### config.mk
export PLATFORM = sky130hd
export DESIGN_NAME = serializador_pt2262_flat
export DESIGN_NICKNAME = d
export VERILOG_FILES = /design/src/rtl/pt2262_pkg.sv /design/src/rtl/serializador_pt2262_if.sv /design/src/rtl/gera_codigo_par.sv /design/src/rtl/serializador_pt2262.sv /design/src/flat_wrapper.sv
export SDC_FILE = /design/constraint.sdc
export NUM_CORES = 1
export LEC_CHECK = 0
export BUFFER_PORTS_ARGS = -buffer_cell sky130_fd_sc_hd__buf_2
export CORE_ASPECT_RATIO = 1.4
export CORE_MARGIN = 2
export CORE_UTILIZATION = 58
export CTS_BUF_LIST = sky130_fd_sc_hd__clkbuf_16
export DETAILED_ROUTE_END_ITERATION = 10
export PLACE_DENSITY = 0.78
export SYNTH_ARGS = -nofsm -noshare
export SYNTH_HDL_FRONTEND = slang
export SYNTH_SLANG_ARGS = --single-unit
### constraint.sdc
create_clock -name clk -period 5.5 [get_ports clk]
set_input_delay 0.275 -clock clk [delete_from_list [all_inputs] [get_ports clk]]
set_output_delay 0.275 -clock clk [all_outputs]
set_load 0.02 [all_outputs]
### src/rtl/pt2262_pkg.sv
// Shared timing constants, FSM state type and symbol encoding helper for the
// PT2262-compatible serialiser.
package pt2262_pkg;

  localparam int ALPHA_POR_SUBBIT = 16;
  localparam int CURTO_HI         = 4;
  localparam int LONGO_HI         = 12;
  localparam int SYNC_HI          = 4;
  localparam int SYNC_LEN         = 128;

  typedef enum logic [1:0] {IDLE, DATA, SYNC, FIM} estado_t;

  typedef logic [1:0] par_t;

  // Float wins over the value bit; 0 -> 00, 1 -> 11, F -> 01.
  function automatic par_t codifica_simbolo(input logic f, input logic v);
    if (f)      return 2'b01;
    else if (v) return 2'b11;
    else        return 2'b00;
  endfunction

endpackage

### src/rtl/serializador_pt2262_if.sv
// Request/symbol/waveform bundle between the comparator logic and the encoder.
interface serializador_pt2262_if #(
  parameter int N_BITS = 12
);
  import pt2262_pkg::*;

  logic              start;
  logic              stop;
  logic [N_BITS-1:0] sym_f;
  logic [N_BITS-1:0] sym_01;
  logic              dout;
  logic              busy;
  logic              done;

  modport master (output start, stop, sym_f, sym_01,
                  input  dout, busy, done);

  modport slave  (input  start, stop, sym_f, sym_01,
                  output dout, busy, done);

endinterface

### src/rtl/gera_codigo_par.sv
// Expands N_BITS tri-state symbols into the 2*N_BITS code word;
// pair i lands on code[2i+1:2i].
module gera_codigo_par
  import pt2262_pkg::*;
#(
  parameter int N_BITS = 12
) (
  input  logic [N_BITS-1:0]   sym_f,
  input  logic [N_BITS-1:0]   sym_01,
  output logic [2*N_BITS-1:0] code
);

  // Purely combinational per-symbol mapping.
  always_comb begin
    code = '0;
    for (int i = 0; i < N_BITS; i++) begin
      code[2*i +: 2] = codifica_simbolo(sym_f[i], sym_01[i]);
    end
  end

endmodule

### src/rtl/serializador_pt2262.sv
// PT2262 encoder back end: latches the code word on start, then emits
// REPEAT frames of timed data sub-bits plus a sync bit on a registered dout.
module serializador_pt2262
  import pt2262_pkg::*;
#(
  parameter int N_BITS    = 12,
  parameter int ALPHA_DIV = 4,
  parameter int REPEAT    = 4
) (
  input  logic                   clk,
  input  logic                   rst,
  serializador_pt2262_if.slave   bus
);

  localparam int PW = (ALPHA_DIV > 1) ? $clog2(ALPHA_DIV) : 1;
  localparam int SW = $clog2(2 * N_BITS);

  localparam logic [PW-1:0] PRESC_MAX = PW'(ALPHA_DIV - 1);
  localparam logic [SW-1:0] SUB_MAX   = SW'(2 * N_BITS - 1);
  localparam logic [6:0]    DATA_MAX  = 7'(ALPHA_POR_SUBBIT - 1);
  localparam logic [6:0]    SYNC_MAX  = 7'(SYNC_LEN - 1);
  localparam logic [7:0]    FRAME_MAX = 8'(REPEAT - 1);

  estado_t             state, nxt_state;
  logic [PW-1:0]       presc, nxt_presc;
  logic [6:0]          alpha, nxt_alpha;
  logic [SW-1:0]       sub, nxt_sub;
  logic [7:0]          frame, nxt_frame;
  logic [2*N_BITS-1:0] code_in, code_reg, code_src;
  logic [SW-1:0]       bit_idx;
  logic                stop_flag;
  logic                dout_reg, nxt_dout;
  logic                busy_int;

  gera_codigo_par #(.N_BITS(N_BITS)) u_gera (
    .sym_f  (bus.sym_f),
    .sym_01 (bus.sym_01),
    .code   (code_in)
  );

  assign busy_int = (state == DATA) || (state == SYNC);
  assign bus.busy = busy_int;
  assign bus.done = (state == FIM);
  assign bus.dout = dout_reg;

  // Within a pair the odd (high) bit goes out first, so sub-bit k reads code[k^1].
  assign code_src = (state == IDLE) ? code_in : code_reg;
  assign bit_idx  = nxt_sub ^ SW'(1);

  // Next position in the frame, next state, and the dout level for that position.
  always_comb begin
    nxt_state = state;
    nxt_presc = presc;
    nxt_alpha = alpha;
    nxt_sub   = sub;
    nxt_frame = frame;
    nxt_dout  = 1'b0;

    case (state)
      IDLE: begin
        if (bus.start) begin
          nxt_state = DATA;
          nxt_presc = '0;
          nxt_alpha = '0;
          nxt_sub   = '0;
          nxt_frame = '0;
        end
      end
      DATA: begin
        if (presc == PRESC_MAX) begin
          nxt_presc = '0;
          if (alpha == DATA_MAX) begin
            nxt_alpha = '0;
            if (sub == SUB_MAX) begin
              nxt_sub   = '0;
              nxt_state = SYNC;
            end else begin
              nxt_sub = sub + 1'b1;
            end
          end else begin
            nxt_alpha = alpha + 1'b1;
          end
        end else begin
          nxt_presc = presc + 1'b1;
        end
      end
      SYNC: begin
        if (presc == PRESC_MAX) begin
          nxt_presc = '0;
          if (alpha == SYNC_MAX) begin
            nxt_alpha = '0;
            nxt_frame = frame + 1'b1;
            if ((frame == FRAME_MAX) || stop_flag || bus.stop) begin
              nxt_state = FIM;
            end else begin
              nxt_state = DATA;
              nxt_sub   = '0;
            end
          end else begin
            nxt_alpha = alpha + 1'b1;
          end
        end else begin
          nxt_presc = presc + 1'b1;
        end
      end
      FIM: begin
        nxt_state = IDLE;
      end
      default: begin
        nxt_state = IDLE;
      end
    endcase

    case (nxt_state)
      DATA:    nxt_dout = (nxt_alpha < (code_src[bit_idx] ? 7'(LONGO_HI) : 7'(CURTO_HI)));
      SYNC:    nxt_dout = (nxt_alpha < 7'(SYNC_HI));
      default: nxt_dout = 1'b0;
    endcase
  end

  // State, timing counters and the registered waveform output.
  always_ff @(posedge clk or posedge rst) begin
    if (rst) begin
      state    <= IDLE;
      presc    <= '0;
      alpha    <= '0;
      sub      <= '0;
      frame    <= '0;
      dout_reg <= 1'b0;
    end else begin
      state    <= nxt_state;
      presc    <= nxt_presc;
      alpha    <= nxt_alpha;
      sub      <= nxt_sub;
      frame    <= nxt_frame;
      dout_reg <= nxt_dout;
    end
  end

  // Code word is captured once per accepted start so later input changes are harmless.
  always_ff @(posedge clk or posedge rst) begin
    if (rst) begin
      code_reg <= '0;
    end else if ((state == IDLE) && bus.start) begin
      code_reg <= code_in;
    end
  end

  // Sticky early-stop request, honoured only at the end of the current frame.
  always_ff @(posedge clk or posedge rst) begin
    if (rst) begin
      stop_flag <= 1'b0;
    end else if (state == FIM) begin
      stop_flag <= 1'b0;
    end else if (busy_int && bus.stop) begin
      stop_flag <= 1'b1;
    end
  end

endmodule

### src/flat_wrapper.sv
// flat-port wrapper written by rule: the top's interface ports become plain ports
module serializador_pt2262_flat import pt2262_pkg::*;
#(
  parameter int N_BITS    = 12,
  parameter int ALPHA_DIV = 4,
  parameter int REPEAT    = 4
)
  (clk, rst, bus_start, bus_stop, bus_sym_f, bus_sym_01, bus_dout, bus_busy, bus_done);
  serializador_pt2262_if #(.N_BITS(N_BITS)) bus_i ();
  input  logic clk;
  input  logic rst;
  input wire logic [$bits(bus_i.start)-1:0] bus_start;
  input wire logic [$bits(bus_i.stop)-1:0] bus_stop;
  input wire logic [$bits(bus_i.sym_f)-1:0] bus_sym_f;
  input wire logic [$bits(bus_i.sym_01)-1:0] bus_sym_01;
  output wire logic [$bits(bus_i.dout)-1:0] bus_dout;
  output wire logic [$bits(bus_i.busy)-1:0] bus_busy;
  output wire logic [$bits(bus_i.done)-1:0] bus_done;
  assign bus_i.start = bus_start;
  assign bus_i.stop = bus_stop;
  assign bus_i.sym_f = bus_sym_f;
  assign bus_i.sym_01 = bus_sym_01;
  assign bus_dout = bus_i.dout;
  assign bus_busy = bus_i.busy;
  assign bus_done = bus_i.done;
  serializador_pt2262 #(.N_BITS(N_BITS), .ALPHA_DIV(ALPHA_DIV), .REPEAT(REPEAT)) u_core (.clk(clk), .rst(rst), .bus(bus_i));
endmodule
# ---- Yosys cells after proc, flatten, opt, wreduce, memory -nomap -nowiden
# Index checks and enable logic that the tools add are counted.
dict set report word_totals {
  word_cells 101
  output_inout_bits 3
  regBits 50
  inputBits 28
}
dict set report op_classes {
  n_lt_le_gt_ge 3
  bitwise_logic 1
  n_addsub 4
  n_mux 60
  n_eq_ne 13
  n_reduce_logical 12
}
# op count
set ops {}
lappend ops {{$mux W2} 33}
lappend ops {{$mux W5} 7}
lappend ops {{$mux W7} 5}
lappend ops {{$mux W24} 1}
lappend ops {{$mux W8} 3}
lappend ops {{$pmux W7 S3} 1}
lappend ops {{$pmux W8 S2} 1}
lappend ops {{$pmux W5 S3} 1}
lappend ops {{$add A8 B1 Y8 const B} 1}
lappend ops {{$eq A2 B2 Y1 const B} 4}
lappend ops {{$eq A8 B2 Y1 const B} 1}
lappend ops {{$pmux W2 S4} 1}
lappend ops {{$add A7 B1 Y7 const B} 1}
lappend ops {{$eq A7 B4 Y1 const B} 1}
lappend ops {{$eq A7 B7 Y1 const B} 1}
lappend ops {{$lt A7 B3 Y1 const B} 1}
lappend ops {{$lt A7 B7 Y1} 1}
lappend ops {{$lt A5 B6 Y1 const B} 1}
lappend ops {{$ne A2 B2 Y1 const B} 3}
lappend ops {{$reduce_bool A2 Y1} 3}
lappend ops {{$add A5 B1 Y5 const B} 1}
lappend ops {{$bmux W1 S5} 1}
lappend ops {{$eq A5 B5 Y1 const B} 1}
lappend ops {{$eq A2 B1 Y1 const B} 2}
lappend ops {{12 further kinds} 17}

# ---- Depth between registers and ports, before layout
# Gate-level depths: netlist (run 1).
dict set report logic_depth {
  depth_word 13
  ltp_mapped 18
  depth_no_buf 15
}

# ---- Hierarchy
# Synthesis (run 1) repeated with hierarchy kept, for this count alone.
dict set report unflattened {
  cells_unflattened 303
  area_unflattened_um2 3276.9
}
# mod seq_area_each_um2 area_per_inst_um2 instances cells_per_inst
set modules_own_cells {}
lappend modules_own_cells {serializador_pt2262 1251.2 3110.5 1 279}
lappend modules_own_cells {gera_codigo_par 0.0 166.4 1 24}

# ---- Worst setup path after synthesis (run 1)
# OpenSTA, ideal clock, no wires.
dict set report synth_timing {
  kind {reg2reg}
  from {register u_core.state[0]}
  to {register u_core.dout_reg (netlist: u_core.bus.dout)}
  arrival_time_ns 3.706
  setup_slack_ns 1.693
  n_path_buf 1
  setup_ns 0.101
  path_stages_with_launch 16
  synth_period_minus_slack_ns 3.807
  required_ns 5.399
  path_cell_list {dfrtp_1 > inv_1 > ha_1 > or4b_1 > o21ai_2 > nor2_1 > a21boi_2 > buf_6 > mux2_1 > o32ai_1 > a221oi_1 > or4_1 > ha_1 > nand2b_1 > a211o_1 > nor4_1}
}
dict set report synth_via {
  elab_chain_cells 8
  elab_cells_between_ends 23
  classes_between {order compare: 2; eq/ne: 5; mux: 14; bitwise: 1; reduce/logical: 1}
}
# item line_no
set synth_lines {}
lappend synth_lines {{start, declared} serializador_pt2262.sv:24} ;# estado_t state, nxt_state;
lappend synth_lines {{start signal, assigned} serializador_pt2262.sv:131} ;# state <= nxt_state;
lappend synth_lines {{$eq A2 B2 Y1, or another cell as far along} serializador_pt2262.sv:59} ;# case (state)
lappend synth_lines {{$pmux W5 S3} serializador_pt2262.sv:59}
lappend synth_lines {{$not A1 Y1 (no source line)} --}
lappend synth_lines {{$bmux W1 S5} serializador_pt2262.sv:115} ;# DATA: nxt_dout = (nxt_alpha < (code_src[bit_idx] ? 7'(LONGO_HI) : 7'(CURTO_HI)));
lappend synth_lines {{$mux W1 (implied by the code)} serializador_pt2262.sv:115}
lappend synth_lines {{$mux W4} serializador_pt2262.sv:115}
lappend synth_lines {{$lt A7 B7 Y1} serializador_pt2262.sv:115}
lappend synth_lines {{$pmux W1 S2 *} serializador_pt2262.sv:114} ;# case (nxt_state)
lappend synth_lines {{named net u_core.nxt_dout} serializador_pt2262.sv:32} ;# logic dout_reg, nxt_dout;
lappend synth_lines {{end signal, assigned} serializador_pt2262.sv:136} ;# dout_reg <= nxt_dout;
lappend synth_lines {{end, declared} serializador_pt2262.sv:32}
# Mark *: on every way through the listed nets, which the timed path passes. The rest lies on a longest branch. The select of a mux whose other input is x is not followed.
# A chain may end at the register's enable or synchronous reset.

# ---- Final worst setup path (run 1)
# Same ends and word-level chain as after synthesis.

==> results of run 1 <==
-- how the worst max path moves through the flow --
stage                     depth (start not counted)               to       startpoint  slack (ns)
final                                            15  u_core.bus.dout  u_core.state[0]        0.90
after global routing                             15  u_core.bus.dout  u_core.state[0]        0.63
after CTS                                        15  u_core.bus.dout  u_core.state[0]        0.94
after detailed placement                         15  u_core.bus.dout  u_core.state[0]         1.0
after global placement                           15  u_core.bus.dout  u_core.state[0]        1.12
after floorplan                                  15  u_core.bus.dout  u_core.state[0]        1.69
-- synth_stat cells (2+ instances only) --
master | n | area (µm²)
o21ai_1 | 3 | 15.0
nor3b_1 | 2 | 15.0
a2111oi_0 | 2 | 17.5
nor4_1 | 3 | 18.8
o31ai_1 | 4 | 30.0
nor2b_1 | 3 | 18.8
nor2_1 | 36 | 135
o32ai_1 | 6 | 52.6
mux2_2 | 4 | 45.0
clkbuf_1 | 11 | 41.3
nand2_1 | 73 | 274
a211oi_1 | 4 | 30.0
a21oi_1 | 20 | 100
o22ai_1 | 5 | 31.3
inv_1 | 11 | 41.3
and3_1 | 3 | 18.8
nor3_1 | 5 | 25.0
dfrtp_1 | 50 | 1250
nand3_1 | 11 | 55.1
ha_1 | 11 | 138
and4_1 | 2 | 17.5
or2_2 | 4 | 25.0
and2_1 | 2 | 12.5
or4b_1 | 2 | 20.0
a31oi_1 | 2 | 12.5
nand2b_1 | 20 | 125
xor2_1 | 2 | 17.5
nand4_1 | 3 | 18.8
mux2i_1 | 2 | 20.0
a22o_1 | 5 | 43.8
o21ai_0 | 40 | 200
-- layout make-up --
class	instances	area (µm²)
Multi-Input combinational cell	305	1790
Fill cell	467	1770
Clock buffer	5	125
Timing Repair Buffer	32	165
Sequential cell	50	1250
Inverter	12	45.0
Tap cell	66	82.6
Clock inverter	3	12.5
-- routing by layer --
layer / share of wire, % / track usage, % / vias up
li1: - / - / 1409
met1: 40 / 28.6 / 1347
met2: 54 / 44.8 / 63
met3: 3.3 / 4.21 / 15
met4: 2.7 / 10.5 / 0
met5: 0 / 0 / -
-- per-stage QoR --
step           hold WS, ns  utilization [%]  worst slack, ns  cell area, µm²  power [µW]
3_3_place_gp         0.454             63.7             1.12            3330         400
2_1_floorplan        0.413                -             1.69            3170         384
3_5_place_dp         0.465             63.7            0.999            3330         400
5_1_grt              0.249             66.3            0.629            3470         713
6_report             0.236             66.3            0.901            3470         687
4_1_cts              0.231             66.3            0.938            3470         690
-- logic make-up (layout without fill, tap and decap cells) --
| family | count (synthesis) | after routing |
|---|---|---|
| compound gates | 107 | 107 |
| xor+xnor | 3 | 3 |
| fa+ha+maj | 11 | 11 |
| buf+inv | 28 | 52 |
| flops | 50 | 50 |
| mux | 7 | 7 |
| simple gates | 177 | 177 |
-- layout by cell type, fill, tap and decap left out, types with 6 or more instances in the layout --
| cell | Yosys | layout |
|---|---|---|
| nor2_1 | 36 | 36 |
| nand2_1 | 73 | 73 |
| ha_1 | 11 | 11 |
| nand2b_1 | 20 | 20 |
| inv_1 | 11 | 11 |
| nand3_1 | 11 | 11 |
| o21ai_0 | 40 | 40 |
| buf_2 | 1 | 30 |
| o32ai_1 | 6 | 6 |
| a21oi_1 | 20 | 20 |
| dfrtp_1 | 50 | 50 |
-- where the power goes --
group | total [µW] | internal, µW | switching [µW]
Combinational | 24.5 | 9.53 | 14.9
Sequential | 368 | 368 | 0.0000000000000188
Clock | 295 | 165 | 130
Total | 687 | 542 | 145
==> results.yml, run 1 <==
clocking:
  clk_pin_slew_ns: 0.06
  post_cts_buffers: 0
  cts_buffer_depth: 2
  cts_tree: "built"
  postCtsHoldBufs: 0
  cts.sinks: 50
  cts_resized: 0
  h-tree-depth: 2
  numCtsBuffers: 5
  clockRootBuffer: "clkbuf_16"
  insertion_delay_ns: 0.29
place:
  gp_congestion: 0.883
  dp.final_hpwl_um: 5040
  place_inst: 465
  port_buffers: 30
sta:
  worstMarginPinSlew_ns: 1.08
  relSlewSlack_pct: 28.0
  slew_viol_final: 0
  timing.fmax_ghz: 0.217
  finalSetupTns_ns: 0
  finalCriticalPeriod_ns: 4.60
  period_share_pct: 83.6
  final_hold_viol_count: 0
  finClkSkew_ns: 0.00361
  rsz0062_at_grt: "no"
  setup-violations-final: 0
worst_setup_path:
  r2r_end: "u_core.bus.dout"
  cp-end-kind: "flip-flop"
  critical_path_buf_inv_count: 2
  worstSetupPathType: "flip-flop to flip-flop"
  crit_required_ns: 5.67
  critPathSlowestCell: "or4_1"
  crit_chain: "inv_1 > ha_1 > or4b_1 > o21ai_2 > nor2_1 > a21boi_2 > buf_4 > mux2_1 > o32ai_1 > a221oi_1 > or4_1 > ha_1 > nand2b_1 > a211o_1 > nor4_1"
  critPathLaunchType: "flip-flop"
  r2r_cells: 15
  path_delay_family: "simple AND/OR/NAND/NOR gates"
  slowest_delay_ns: 0.57
  critPathMaxFanout: 29
  crit_arrival_ns: 4.77
  r2r_slack_ns: 0.90
  cp_common_cell: "ha_1"
  r2r_start: "u_core.state[0]"
floorplan:
  num_rows: 31
  dieArea_mm2: 0.00608
  core_mm2: 0.00524
  initial_core_util_pct: 60.5
  die_x_um: 66.5
  die_height_um: 91.5
  boundaryPins: 31
synth:
  synthMuxAreaShare_pct: 2.41
  synth-main-ff-cell: "dfrtp_1"
  syn_nets: 422
  synth_cell_type_count: 63
  synthXorXnorAreaFrac_pct: 0.829
  synth_cells: 383
  ys_warn_count: 0
  synth-seq-cells: 50
  synthesis.area_mm2: 0.00317
  yosysSeqAreaShare_pct: 39.5
  synthArstFlopShare_pct: 100
  syn_avg_cell_area_um2: 8.27
  synth_top_family_by_area: "simple AND/OR/NAND/NOR gates"
  synth-compound-area-share_pct: 21.8
  synth_edf_count: 0
  yosys.area_share.simple_pct: 27.0
  synth-adder-area-share_pct: 4.34
layout:
  instances_no_fill: 473
  largest_reg_flops: 24
  nets: 445
  final_layout_size_suffix_gt1_share_pct: 14.5
  syn_to_final_growth_pct: 9.51
  diodes: 0
routing:
  drtPass1Iterations: 4
  drc_errors: 0
  totalWireLength_um: 6920
  ant_nets: 0
  routedWlPerCell_um: 14.6
  vias_per_cell: 5.99
  drtIter0Drc: 205
  vias: 2834
run:
  maxCapViolations: 0
global_routing:
  grt_max_degree: 51
  grt_overflow: 0
  grt_first_pass_wirelength_um: 12000
  grt_usage_pct: 25.1
  grt_antenna_before_repair: 0
  grt_pass1_vias: 2735
pwr:
  powerDensity_mw_per_mm2: 198
  vdd_drop_max_uv: 161
  p_leak_uw: 0.00159
outcome:
  outcome: "finished clean"
min_path:
  hp-class: "input port to async pin"
Power figures use the tool's default switching activity.
==> run 2, diff against run 1 <==
ABC_AREA = 1   (was unset)
CORE_UTILIZATION = 54   (was 58)
PLACE_DENSITY = 0.77   (was 0.78)
clock period = 3.75 ns   (was 5.5 ns; I/O delays follow)
==> run 2 against run 1 <==
  * Die area up 11%
  * Setup slack worse by 0.20 ns
  * Fmax up 51%
  * Highest routed layer unchanged
  * Largest cell class unchanged
  * Core utilization down 4.3 points
  * Clock-buffer cell count unchanged
  * Area after synthesis up 4.4%
  * First-iteration DRC count down 9.3%
==> results.yml, run 2 <==
global_routing:
  grt_usage_pct: 23.1
  grt_pass1_vias: 3078
  grt_antenna_before_repair: 0
  grt_max_degree: 51
  grt_first_pass_wirelength_um: 13000
  grt_overflow: 0
routing:
  totalWireLength_um: 7360
  drtIter0Drc: 186
  vias_per_cell: 5.50
  ant_nets: 0
  vias: 3151
  routedWlPerCell_um: 12.8
  drc_errors: 0
  drtPass1Iterations: 5
clocking:
  cts_tree: "built"
  post_cts_buffers: 0
  postCtsHoldBufs: 0
  h-tree-depth: 2
  insertion_delay_ns: 0.29
  cts_resized: 0
  cts_buffer_depth: 2
  numCtsBuffers: 5
  cts.sinks: 50
  clockRootBuffer: "clkbuf_16"
  clk_pin_slew_ns: 0.07
layout:
  final_core_util_pct: 62.0
  mostFrequentLayoutCells: "nand2_1, o21ai_0, inv_1"
  syn_to_final_growth_pct: 10.6
  regArea_mm2: 0.00125
  final_common_cell: "nand2_1"
  diodes: 0
  largest_reg_flops: 24
  fill_cells: 554
  nets: 541
  multi_input_area_mm2: 0.00173
  final_layout_size_suffix_gt1_share_pct: 13.7
place:
  dp.final_hpwl_um: 5590
  dp_slack_ns: 0.723
  gp_congestion: 0.932
  port_buffers: 30
run:
  maxCapViolations: 0
floorplan:
  dieArea_mm2: 0.00678
  num_rows: 33
  core_mm2: 0.00590
  initial_core_util_pct: 56.0
  die_height_um: 96.6
  die_x_um: 70.2
  boundaryPins: 31
synth:
  syn_nets: 515
  ys_warn_count: 0
  synth_cells: 476
  synth_edf_count: 0
  yosysSeqAreaShare_pct: 37.8
  synth_area_leaders: "dfrtp_1, nand2_1, o21ai_0"
  synth-main-ff-cell: "dfrtp_1"
  ys_top_cells_by_count: "nand2_1, o21ai_0, inv_1"
  yosysTopAreaCellShare_pct: 37.8
  synth_cell_type_count: 37
  synthesis.area_mm2: 0.00331
  synth.most_common_cell: "nand2_1"
  synth-seq-cells: 50
  syn_avg_cell_area_um2: 6.95
  synthArstFlopShare_pct: 100
  synth_area_leader_cell: "dfrtp_1"
sta:
  finalCriticalPeriod_ns: 3.05
  slew_viol_final: 0
  hold_slack_ns: 0.148
  period_share_pct: 81.4
  finClkSkew_ns: 0.00426
  relSlewSlack_pct: 31.1
  rsz0062_at_grt: "no"
  final_hold_viol_count: 0
  finalSetupTns_ns: 0
  setup-violations-final: 0
  setup_slack_ns: 0.698
  worstMarginPinSlew_ns: 1.03
  timing.fmax_ghz: 0.328
worst_setup_path:
  r2r_start: "u_core.state[1]"
  worstSetupPathType: "flip-flop to flip-flop"
  r2r_cells: 21
  critPathMaxFanout: 19
  r2r_end: "u_core.bus.dout"
  crit_arrival_ns: 3.28
  critPathLaunchType: "flip-flop"
  cp-end-kind: "flip-flop"
  crit_required_ns: 3.98
  slowest_delay_ns: 0.42
  critical_path_buf_inv_count: 4
  critPathSlowestCell: "dfrtp_1"
  path_delay_family: "simple AND/OR/NAND/NOR gates"
  r2r_slack_ns: 0.70
  crit_chain: "inv_1 > ha_1 > inv_2 > nor2_2 > nor2_4 > inv_1 > nand2_2 > nand2_4 > nand2_1 > nand3_1 > nand3_1 > nand3_1 > nand2_1 > nand3_1 > ha_1 > inv_1 > nand2_1 > o21ai_0 > nand2_1 > nor2_1 > and3_1"
pwr:
  p_leak_uw: 0.00181
  powerDensity_mw_per_mm2: 542
  vdd_drop_max_uv: 446
outcome:
  outcome: "finished clean"
min_path:
  hp-class: "input port to async pin"
-- run 2: cell count changes after synthesis, moves of 9 or more --
cell      change
nand3_1      +40
nand2b_1     -20
nand2_1      +28
nand2_2       +9
inv_1        +56
o21ai_0      +30
nor2_1       +11
a21oi_1      -10
-- run 2: cell families (layout without fill, tap and decap cells) --
group | count (synthesis) | after routing | share of synthesized area (%)
adders and majority gates | 11 | 11 | 4.16
buffers and inverters | 84 | 111 | 9.91
AOI/OAI and AO/OA | 100 | 100 | 16.7
and+or+nand+nor | 230 | 230 | 31.1
xor gates and xnor gates | 1 | 1 | 0.265
DFF | 50 | 50 | 37.8
-- run 2: stage by stage --
step / cells / cell area (µm²) / power [µW]
detailed placement: 565 / 3500 / 1490
floorplan: 476 / 3310 / 1300
global route: 573 / 3660 / 2150
CTS: 573 / 3660 / 1990
finish: 573 / 3660 / 1980
global placement: 565 / 3500 / 1470
-- run 2: report_power, final --
group	switching, µW	internal [µW]
clock network	189	310
registers	56.3	672
logic	507	249
-- run 2: per-layer routing --
metal	routed length [µm]	global-route usage, %
met2	3670	40.5
met3	266	3.85
met5	0	0
met1	3040	26.2
met4	374	12.9
-- run 2: final cells by class --
| cell class | count | share of cell area, % |
|---|---|---|
| clock buffers | 5 | 3.42 |
| clock inverters | 3 | 1.03 |
| inverters | 72 | 7.39 |
| multi-input cells | 342 | 47.3 |
| flip-flops and latches | 50 | 34.2 |
| well taps | 70 | 2.39 |
| repair buffers | 31 | 4.31 |
-- run 2: worst register-to-register path, stage by stage, from the launching register on --
cell	delay [ns]
dfrtp_1	0.42
inv_1	0.10
ha_1	0.21
inv_2	0.23
nor2_2	0.09
nor2_4	0.21
inv_1	0.15
nand2_2	0.21
nand2_4	0.17
nand2_1	0.10
nand3_1	0.07
nand3_1	0.09
nand3_1	0.08
nand2_1	0.06
nand3_1	0.06
ha_1	0.18
inv_1	0.05
nand2_1	0.05
o21ai_0	0.14
nand2_1	0.07
nor2_1	0.10
and3_1	0.15
-- run 2: worst max-delay path by stage --
stage,from,end,slack [ns],cells past startpoint
2_1_floorplan,u_core.state[0],u_core.bus.dout,1.05,21
3_3_place_gp,u_core.state[1],u_core.bus.dout,0.86,19
3_5_place_dp,u_core.state[1],u_core.bus.dout,0.72,19
4_1_cts,u_core.state[1],u_core.bus.dout,0.70,19
5_1_grt,u_core.state[1],u_core.bus.dout,0.29,21
6_report,u_core.state[1],u_core.bus.dout,0.70,21
